### src/rtl/velocity_cell_reader_if.sv
// rtl/velocity_cell_reader_if.sv - RAM read port and record stream bundle for the velocity cell reader
interface velocity_cell_reader_if #(
  parameter int DATA_WIDTH = 96,
  parameter int ADDR_WIDTH = 8
);
  // Cell velocity RAM port
  logic [ADDR_WIDTH-1:0] mem_address;
  logic                  mem_rden;
  logic                  mem_wren;
  logic [DATA_WIDTH-1:0] mem_data;
  logic [DATA_WIDTH-1:0] mem_q;

  // Record stream towards the motion-update unit
  logic                  out_valid;
  logic                  out_ready;
  logic [DATA_WIDTH-1:0] out_data;
  logic [ADDR_WIDTH-1:0] out_index;
  logic                  out_last;

  // Reader side: drives the RAM port and produces records
  modport master (
    output mem_address, mem_rden, mem_wren, mem_data,
    input  mem_q,
    output out_valid, out_data, out_index, out_last,
    input  out_ready
  );

  // Environment side: the RAM and the record consumer
  modport slave (
    input  mem_address, mem_rden, mem_wren, mem_data,
    output mem_q,
    input  out_valid, out_data, out_index, out_last,
    output out_ready
  );
endinterface

### src/rtl/velocity_cell_reader.sv
// rtl/velocity_cell_reader.sv - fetches a cell's particle count and streams its velocity records
module velocity_cell_reader #(
  parameter int DATA_WIDTH   = 96,
  parameter int PARTICLE_NUM = 220,
  parameter int ADDR_WIDTH   = 8
) (
  input  logic                  clk,
  input  logic                  rst_n,
  input  logic                  start,
  output logic                  busy,
  output logic                  done,
  output logic [ADDR_WIDTH-1:0] particle_num,
  velocity_cell_reader_if.master bus
);

  typedef enum logic [2:0] {
    S_IDLE,
    S_RD_CNT,
    S_WAIT_CNT,
    S_STREAM,
    S_DRAIN,
    S_DONE
  } state_t;

  localparam logic [ADDR_WIDTH-1:0] MAX_CNT = ADDR_WIDTH'(PARTICLE_NUM - 1);
  localparam logic [ADDR_WIDTH-1:0] ONE     = ADDR_WIDTH'(1);

  state_t                state;
  logic [ADDR_WIDTH-1:0] addr_q;     // last address presented to the RAM
  logic                  rd_pend;    // record read issued last cycle; its data is on mem_q now

  // Two-entry output buffer absorbing the RAM read latency
  logic [DATA_WIDTH-1:0] buf_data  [2];
  logic [ADDR_WIDTH-1:0] buf_index [2];
  logic                  head;
  logic                  tail;
  logic [1:0]            occ;

  logic                  push;
  logic                  pop;
  logic                  issue;
  logic [2:0]            fill_level;
  logic [1:0]            occ_next;
  logic [ADDR_WIDTH-1:0] next_addr;
  logic [ADDR_WIDTH-1:0] cnt_raw;
  logic [ADDR_WIDTH-1:0] cnt_clamped;

  assign cnt_raw     = bus.mem_q[ADDR_WIDTH-1:0];
  assign cnt_clamped = (cnt_raw > MAX_CNT) ? MAX_CNT : cnt_raw;

  assign push       = rd_pend;
  assign pop        = bus.out_valid & bus.out_ready;
  assign fill_level = {1'b0, occ} + {2'b00, rd_pend};
  assign occ_next   = occ + {1'b0, push} - {1'b0, pop};
  assign next_addr  = addr_q + ONE;

  // A read is only launched when its data is guaranteed a free slot on return,
  // crediting the entry leaving the buffer this cycle so a ready consumer gets
  // one record per cycle.
  assign issue = (state == S_STREAM) && (addr_q != particle_num) &&
                 (fill_level < (3'd2 + {2'b00, pop}));

  assign bus.mem_rden    = (state == S_RD_CNT) | issue;
  assign bus.mem_address = issue ? next_addr : addr_q;
  assign bus.mem_wren    = 1'b0;
  assign bus.mem_data    = '0;

  assign bus.out_valid = (occ != 2'd0);
  assign bus.out_data  = bus.out_valid ? buf_data[head]  : '0;
  assign bus.out_index = bus.out_valid ? buf_index[head] : '0;
  assign bus.out_last  = bus.out_valid && (buf_index[head] == particle_num);

  // Control sequencing: count fetch, record streaming, drain and completion pulse
  always_ff @(posedge clk or negedge rst_n) begin
    if (!rst_n) begin
      state        <= S_IDLE;
      busy         <= 1'b0;
      done         <= 1'b0;
      particle_num <= '0;
      addr_q       <= '0;
      rd_pend      <= 1'b0;
    end else begin
      done    <= 1'b0;
      rd_pend <= issue;
      if (issue) begin
        addr_q <= next_addr;
      end
      case (state)
        S_IDLE: begin
          if (start) begin
            state  <= S_RD_CNT;
            busy   <= 1'b1;
            addr_q <= '0;
          end
        end
        S_RD_CNT: begin
          state <= S_WAIT_CNT;
        end
        S_WAIT_CNT: begin
          particle_num <= cnt_clamped;
          if (cnt_clamped != '0) begin
            state <= S_STREAM;
          end else begin
            state <= S_DONE;
            done  <= 1'b1;
          end
        end
        S_STREAM: begin
          if (issue && (next_addr == particle_num)) begin
            state <= S_DRAIN;
          end
        end
        S_DRAIN: begin
          // Finish as soon as the final record leaves, so done follows it directly
          if (occ_next == 2'd0) begin
            state <= S_DONE;
            done  <= 1'b1;
          end
        end
        S_DONE: begin
          state <= S_IDLE;
          busy  <= 1'b0;
        end
        default: begin
          state <= S_IDLE;
          busy  <= 1'b0;
        end
      endcase
    end
  end

  // Output buffer: returning RAM data enters at the tail tagged with its address
  always_ff @(posedge clk or negedge rst_n) begin
    if (!rst_n) begin
      head <= 1'b0;
      tail <= 1'b0;
      occ  <= 2'd0;
      for (int i = 0; i < 2; i++) begin
        buf_data[i]  <= '0;
        buf_index[i] <= '0;
      end
    end else begin
      assert (!(push && !pop && (occ == 2'd2)));
      if (push) begin
        buf_data[tail]  <= bus.mem_q;
        buf_index[tail] <= addr_q;
        tail            <= ~tail;
      end
      if (pop) begin
        head <= ~head;
      end
      occ <= occ_next;
    end
  end

endmodule
### src/flat_wrapper.sv
// flat-port wrapper written by rule: the top's interface ports become plain ports
module velocity_cell_reader_flat 
#(
  parameter int DATA_WIDTH   = 96,
  parameter int PARTICLE_NUM = 220,
  parameter int ADDR_WIDTH   = 8
)
  (clk, rst_n, start, busy, done, particle_num, bus_mem_address, bus_mem_rden, bus_mem_wren, bus_mem_data, bus_mem_q, bus_out_valid, bus_out_data, bus_out_index, bus_out_last, bus_out_ready);
  velocity_cell_reader_if #(.DATA_WIDTH(DATA_WIDTH), .ADDR_WIDTH(ADDR_WIDTH)) bus_i ();
  input  logic clk;
  input  logic rst_n;
  input  logic start;
  output logic busy;
  output logic done;
  output logic [ADDR_WIDTH-1:0] particle_num;
  output wire logic [$bits(bus_i.mem_address)-1:0] bus_mem_address;
  output wire logic [$bits(bus_i.mem_rden)-1:0] bus_mem_rden;
  output wire logic [$bits(bus_i.mem_wren)-1:0] bus_mem_wren;
  output wire logic [$bits(bus_i.mem_data)-1:0] bus_mem_data;
  input wire logic [$bits(bus_i.mem_q)-1:0] bus_mem_q;
  output wire logic [$bits(bus_i.out_valid)-1:0] bus_out_valid;
  output wire logic [$bits(bus_i.out_data)-1:0] bus_out_data;
  output wire logic [$bits(bus_i.out_index)-1:0] bus_out_index;
  output wire logic [$bits(bus_i.out_last)-1:0] bus_out_last;
  input wire logic [$bits(bus_i.out_ready)-1:0] bus_out_ready;
  assign bus_mem_address = bus_i.mem_address;
  assign bus_mem_rden = bus_i.mem_rden;
  assign bus_mem_wren = bus_i.mem_wren;
  assign bus_mem_data = bus_i.mem_data;
  assign bus_i.mem_q = bus_mem_q;
  assign bus_out_valid = bus_i.out_valid;
  assign bus_out_data = bus_i.out_data;
  assign bus_out_index = bus_i.out_index;
  assign bus_out_last = bus_i.out_last;
  assign bus_i.out_ready = bus_out_ready;
  velocity_cell_reader #(.DATA_WIDTH(DATA_WIDTH), .PARTICLE_NUM(PARTICLE_NUM), .ADDR_WIDTH(ADDR_WIDTH)) u_core (.clk(clk), .rst_n(rst_n), .start(start), .busy(busy), .done(done), .particle_num(particle_num), .bus(bus_i));
endmodule
### config.mk
export PLATFORM = sky130hd
export DESIGN_NAME = velocity_cell_reader_flat
export DESIGN_NICKNAME = d
export VERILOG_FILES = /design/src/rtl/velocity_cell_reader_if.sv /design/src/rtl/velocity_cell_reader.sv /design/src/flat_wrapper.sv
export SDC_FILE = /design/constraint.sdc
export NUM_CORES = 1
export LEC_CHECK = 0
export ABC_AREA = 1
export CAP_MARGIN = 20
export CORE_ASPECT_RATIO = 0.6
export CORE_MARGIN = 4
export CORE_UTILIZATION = 60
export CTS_CLUSTER_SIZE = 20
export DETAILED_ROUTE_END_ITERATION = 6
export DONT_BUFFER_PORTS = 1
export GPL_ROUTABILITY_DRIVEN = 0
export HOLD_SLACK_MARGIN = 0.06
export PLACE_DENSITY = 0.76
export SYNTH_ARGS = -nofsm -noshare
export SYNTH_HDL_FRONTEND = slang
export SYNTH_SLANG_ARGS = --single-unit
### constraint.sdc
create_clock -name clk -period 2.2 [get_ports clk]
set_clock_uncertainty 0.15 [all_clocks]
set_input_delay 0.44 -clock clk [delete_from_list [all_inputs] [get_ports clk]]
set_output_delay 0.44 -clock clk [all_outputs]
set_load 0.1 [all_outputs]
==> metrics.txt, run 1 <==
clock root buffer master=sky130_fd_sc_hd__clkbuf_16; hold buffers post-CTS=97; number of CTS-inserted buffers=22; effective utilization at floorplan=0.610; yosys warns=0; leading cell types by total area after synthesis=sky130_fd_sc_hd__dfrtp_1 50%, sky130_fd_sc_hd__nand2_1 15%, sky130_fd_sc_hd__o21ai_0 9.3%; area share of the largest cell type after synthesis=0.504; sequential fraction of the synthesis area=0.504; error that ended the run=[ERROR DPL-0033] detailed placement checks failed during check placement.; mux cell area share after synthesis=0.00517; post-CTS setup buffers=35; Synth Instances=1464; DIE HEIGHT=116 um; CTS-repair resized insts=201; HPWL after DPL=22.6 mm; number of I/O port buffers=0; number of synthesized register bits=234; simple-gate area share of the yosys netlist=0.187; xor and xnor area share after synthesis=0.00905; synthesized-area fraction occupied by adder cells=0.00539; top-level port count=322; stage at which the run stopped=clock tree synthesis; CTS H-tree depth=1; dpl ws=-0.226 ns; biggest area consumer among synthesized cells=sky130_fd_sc_hd__dfrtp_1; mean area per synthesized cell=7.93 um^2; Die Span X=188 um; number of placement rows=39; number of buffers on the longest clock path=3; area fraction in compound gates after synthesis=0.148; number of sinks on the clock net=234; count of unique library cells instantiated by Yosys=34; area of the mapped netlist=0.0116 mm^2; result of the run=did not finish; combinational family with the most area after synthesis=simple AND/OR/NAND/NOR gates
## through the flow
stage / std cells / setup TNS [ns] / utilization / instance area [um^2]
3_5_place_dp: 1837 / -1.67 / 0.821 / 15600
2_1_floorplan: 1560 / -8.35 / - / 13300
3_3_place_gp: 1837 / -1.17 / 0.821 / 15600
## cell usage after synthesis (all sizes together)
library cell    n
ha              5
xnor2           1
clkbuf         41
o21ai         223
buf           135
nor3            1
mux2i           6
nand4           4
nand3b          1
a22oi           3
nand2         486
nand3          14
o211ai          1
inv           149
o22ai           4
a21oi         100
conb            1
xor2           11
and3            1
nor2           40
dfrtp         234
or2             3
## kinds of logic after synthesis
group,count (synthesis)
AO/OA/AOI/OAI,331
other,1
multiplexers,6
buffers and inverters,325
XOR/XNOR,12
adder cells (fa/ha/maj),5
flip-flops,234
AND/OR/NAND/NOR,550
==> run 2: changes to the inputs <==
--- a/config.mk
+++ b/config.mk
@@ -7,15 +7,12 @@
 export LEC_CHECK = 0
 export ABC_AREA = 1
 export CAP_MARGIN = 20
-export CORE_ASPECT_RATIO = 0.6
 export CORE_MARGIN = 4
-export CORE_UTILIZATION = 60
-export CTS_CLUSTER_SIZE = 20
+export CORE_UTILIZATION = 40
 export DETAILED_ROUTE_END_ITERATION = 6
 export DONT_BUFFER_PORTS = 1
 export GPL_ROUTABILITY_DRIVEN = 0
-export HOLD_SLACK_MARGIN = 0.06
-export PLACE_DENSITY = 0.76
+export PLACE_DENSITY_LB_ADDON = 0.15
 export SYNTH_ARGS = -nofsm -noshare
 export SYNTH_HDL_FRONTEND = slang
 export SYNTH_SLANG_ARGS = --single-unit
==> metrics.txt, run 2 <==
result of the run=finished, violations left; violations in the final reports=hold timing, setup timing; biggest area consumer among synthesized cells=sky130_fd_sc_hd__dfrtp_1; detail-routed via count per cell=4.87; count of vias placed by the detailed router=10586; share of post-route cells with drive strength above 1=0.320; post-route clock period utilization=1.33; leading cell types by total area after synthesis=sky130_fd_sc_hd__dfrtp_1 50%, sky130_fd_sc_hd__nand2_1 15%, sky130_fd_sc_hd__o21ai_0 9.3%; Max stage delay cell, worst path=sky130_fd_sc_hd__dfrtp_1; Placed Instance Area=0.0158 mm^2; most common cell after layout, fill and taps aside=sky130_fd_sc_hd__nand2_1; Die Span X=178 um; FMAX=342 MHz; final number of hold-violating endpoints=234; drt initial violations=656; worst-case hold slack=-0.530 ns; sequential fraction of the synthesis area=0.504; Most flops, register=u_core.buf_data; final setup violation count=115; area of the mapped netlist=0.0116 mm^2; data required time at the worst endpoint=1.61 ns; clock latency on the worst-skew pair=0.52 ns; HPWL after DPL=20.8 mm; highest-count cells in the layout ignoring fill and taps=383 x sky130_fd_sc_hd__nand2_1, 225 x sky130_fd_sc_hd__dfrtp_1, 215 x sky130_fd_sc_hd__o21ai_0, 151 x sky130_fd_sc_hd__buf_12, 130 x sky130_fd_sc_hd__inv_1; endpoint arrival time on the critical path=2.34 ns; DIE HEIGHT=178 um; clock input transition at the sequential cells of the worst setup and hold paths=0.06 ns; via count of the first global-routing pass=10687; CTS H-tree depth=1; wire length of the first global-routing pass=58.5 mm; number of sinks on the clock net=234; total of max-cap violations=0; Largest regs=u_core.buf_data: 192 flops, u_core.buf_index: 16 flops; number of CTS-inserted buffers=26; final slew viol count=0; maximum fanout encountered on the critical timing path=6; Synth Instances=1464; RSZ-0062 raised after global routing=yes; max FFs per register=192; count of unique library cells instantiated by Yosys=34; cell with the most instances after synthesis=sky130_fd_sc_hd__nand2_1; yosys warns=0; clock tree from TritonCTS=done; slowest stage delay, CP=0.39 ns; top cell types by occurrence after synthesis=479 x sky130_fd_sc_hd__nand2_1, 234 x sky130_fd_sc_hd__dfrtp_1, 215 x sky130_fd_sc_hd__o21ai_0; area share of the largest cell type after synthesis=0.504; hold buffers post-CTS=92; number of antenna cells inserted=0; number of placement rows=62; Cell Chain, Critical Path=ha_2 -> ha_4 -> inv_2 -> nand2_2 -> a21oi_4 -> nand2_8 -> buf_4 -> o21ai_4 -> clkinvlp_4 -> buf_12; Routed WL=37.2 mm; startpoint type of the worst setup path=flip-flop; global-route usage over all layers=0.232; worst min-delay path class=in2async; mean area per synthesized cell=7.93 um^2; number of synthesized register bits=234; detailed-routing iteration count for the pre-antenna-repair pass=5; number of antenna violations at the first check in global routing=0; area of the core=0.0287 mm^2; number of cells in the design after placement=1972; summed area of non-filler cells in the final layout=0.0196 mm^2; capturing element type of the critical path=primary output; net total in the final layout=1879; remaining antenna violation count after routing=0; global route total overflow=0; number of buffers on the longest clock path=3; clock root buffer master=sky130_fd_sc_hd__clkbuf_16; most used flip-flop cell after synthesis=sky130_fd_sc_hd__dfrtp_1; DRC violations left=0; number of non-filler instances in the completed layout=2174; full die area=0.0318 mm^2; effective utilization at floorplan=0.405; class of the most critical setup path=reg2out; number of I/O port buffers=0; pin count of the biggest net entering global routing=235; final worst setup slack=-0.725 ns; Min Clock Period, post-route=2.93 ns; top-level port count=322; routed length per instance=17.1 um; fraction of registers with async set/reset=1.00; Area growth, synth to finish=68.9%; number of synthesized flops with an enable pin=0
-- run 2: cell counts after synthesis --
No cell type changed its count.
-- run 2: worst paths after layout --
| check | slack, ns | start | cells past startpoint | endpoint |
|---|---|---|---|---|
| worst max-delay path | -0.73 | u_core.push | 10 | bus_mem_address[1] |
| worst min-delay path | -0.53 | rst_n | 0 | u_core.buf_data[20] |
| worst max register to register | 0 | u_core.occ[0] | 12 | u_core.state[2] |
| worst min register to register | 0.33 | u_core.buf_index[14] | 2 | u_core.buf_index[14] |
| max in group asynchronous | 2.17 | rst_n | 0 | u_core.buf_data[170] |
| min in group clk | 0.01 | bus_mem_q[7] | 2 | u_core.buf_data[7] |
-- run 2: area by class of cell --
cell class	instances	area, um^2
clock buffers	41	808
clock inverters	3	15.0
fillers	2127	9090
inverters	149	602
multi-input cells	1002	6410
flip-flops and latches	234	5890
well taps	384	480
repair buffers	361	5400
-- run 2: through the flow --
step                TNS, ns  setup slack, ns  utilization
floorplan             -8.35           -0.410            -
global placement      -3.76           -0.245        0.550
detailed placement    -5.31           -0.286        0.550
CTS                  -58.84           -0.770        0.684
global route         -62.82           -0.836        0.683
finish               -54.92           -0.725        0.683
-- run 2: routing by layer --
layer / vias up / wire (um) / GRT usage
met5: - / 0 / 0
met4: 0 / 718 / 0.0540
met3: 55 / 2310 / 0.0409
met2: 353 / 18700 / 0.398
met1: 5133 / 15500 / 0.308
li1: 5045 / - / -
-- run 2: worst max-delay path: cells and delay by family (launching register included) --
family	cells	cell delay [ns]
adder cells (fa/ha/maj)	2	0.36
flip-flops	1	0.39
buffers and inverters	4	0.49
AND/OR/NAND/NOR	2	0.18
AO/OA/AOI/OAI	2	0.39
-- run 2: cells by family (layout without fill, tap and decap cells) --
| group | Yosys count | count (layout) | share of synthesized area |
|---|---|---|---|
| multiplexers | 6 | 6 | 0.00517 |
| other | 1 | 97 | 0.000323 |
| AO/OA/AOI/OAI | 331 | 331 | 0.148 |
| adder cells (fa/ha/maj) | 5 | 5 | 0.00539 |
| XOR/XNOR | 12 | 12 | 0.00905 |
| buffers and inverters | 325 | 554 | 0.141 |
| AND/OR/NAND/NOR | 550 | 551 | 0.187 |
| flip-flops | 234 | 234 | 0.504 |
-- run 2: timing repair --
item                                    CTS  global route
pin swaps                                88            34
endpoints found under the hold margin   417           234
buffers inserted                         40            10
endpoints found under the setup margin  117           117
resized for setup                       227            51
gates cloned                             31             0
Power of run 2 is not shown: default switching activity piles up to over one toggle a cycle in this logic, so the estimate is an artifact.
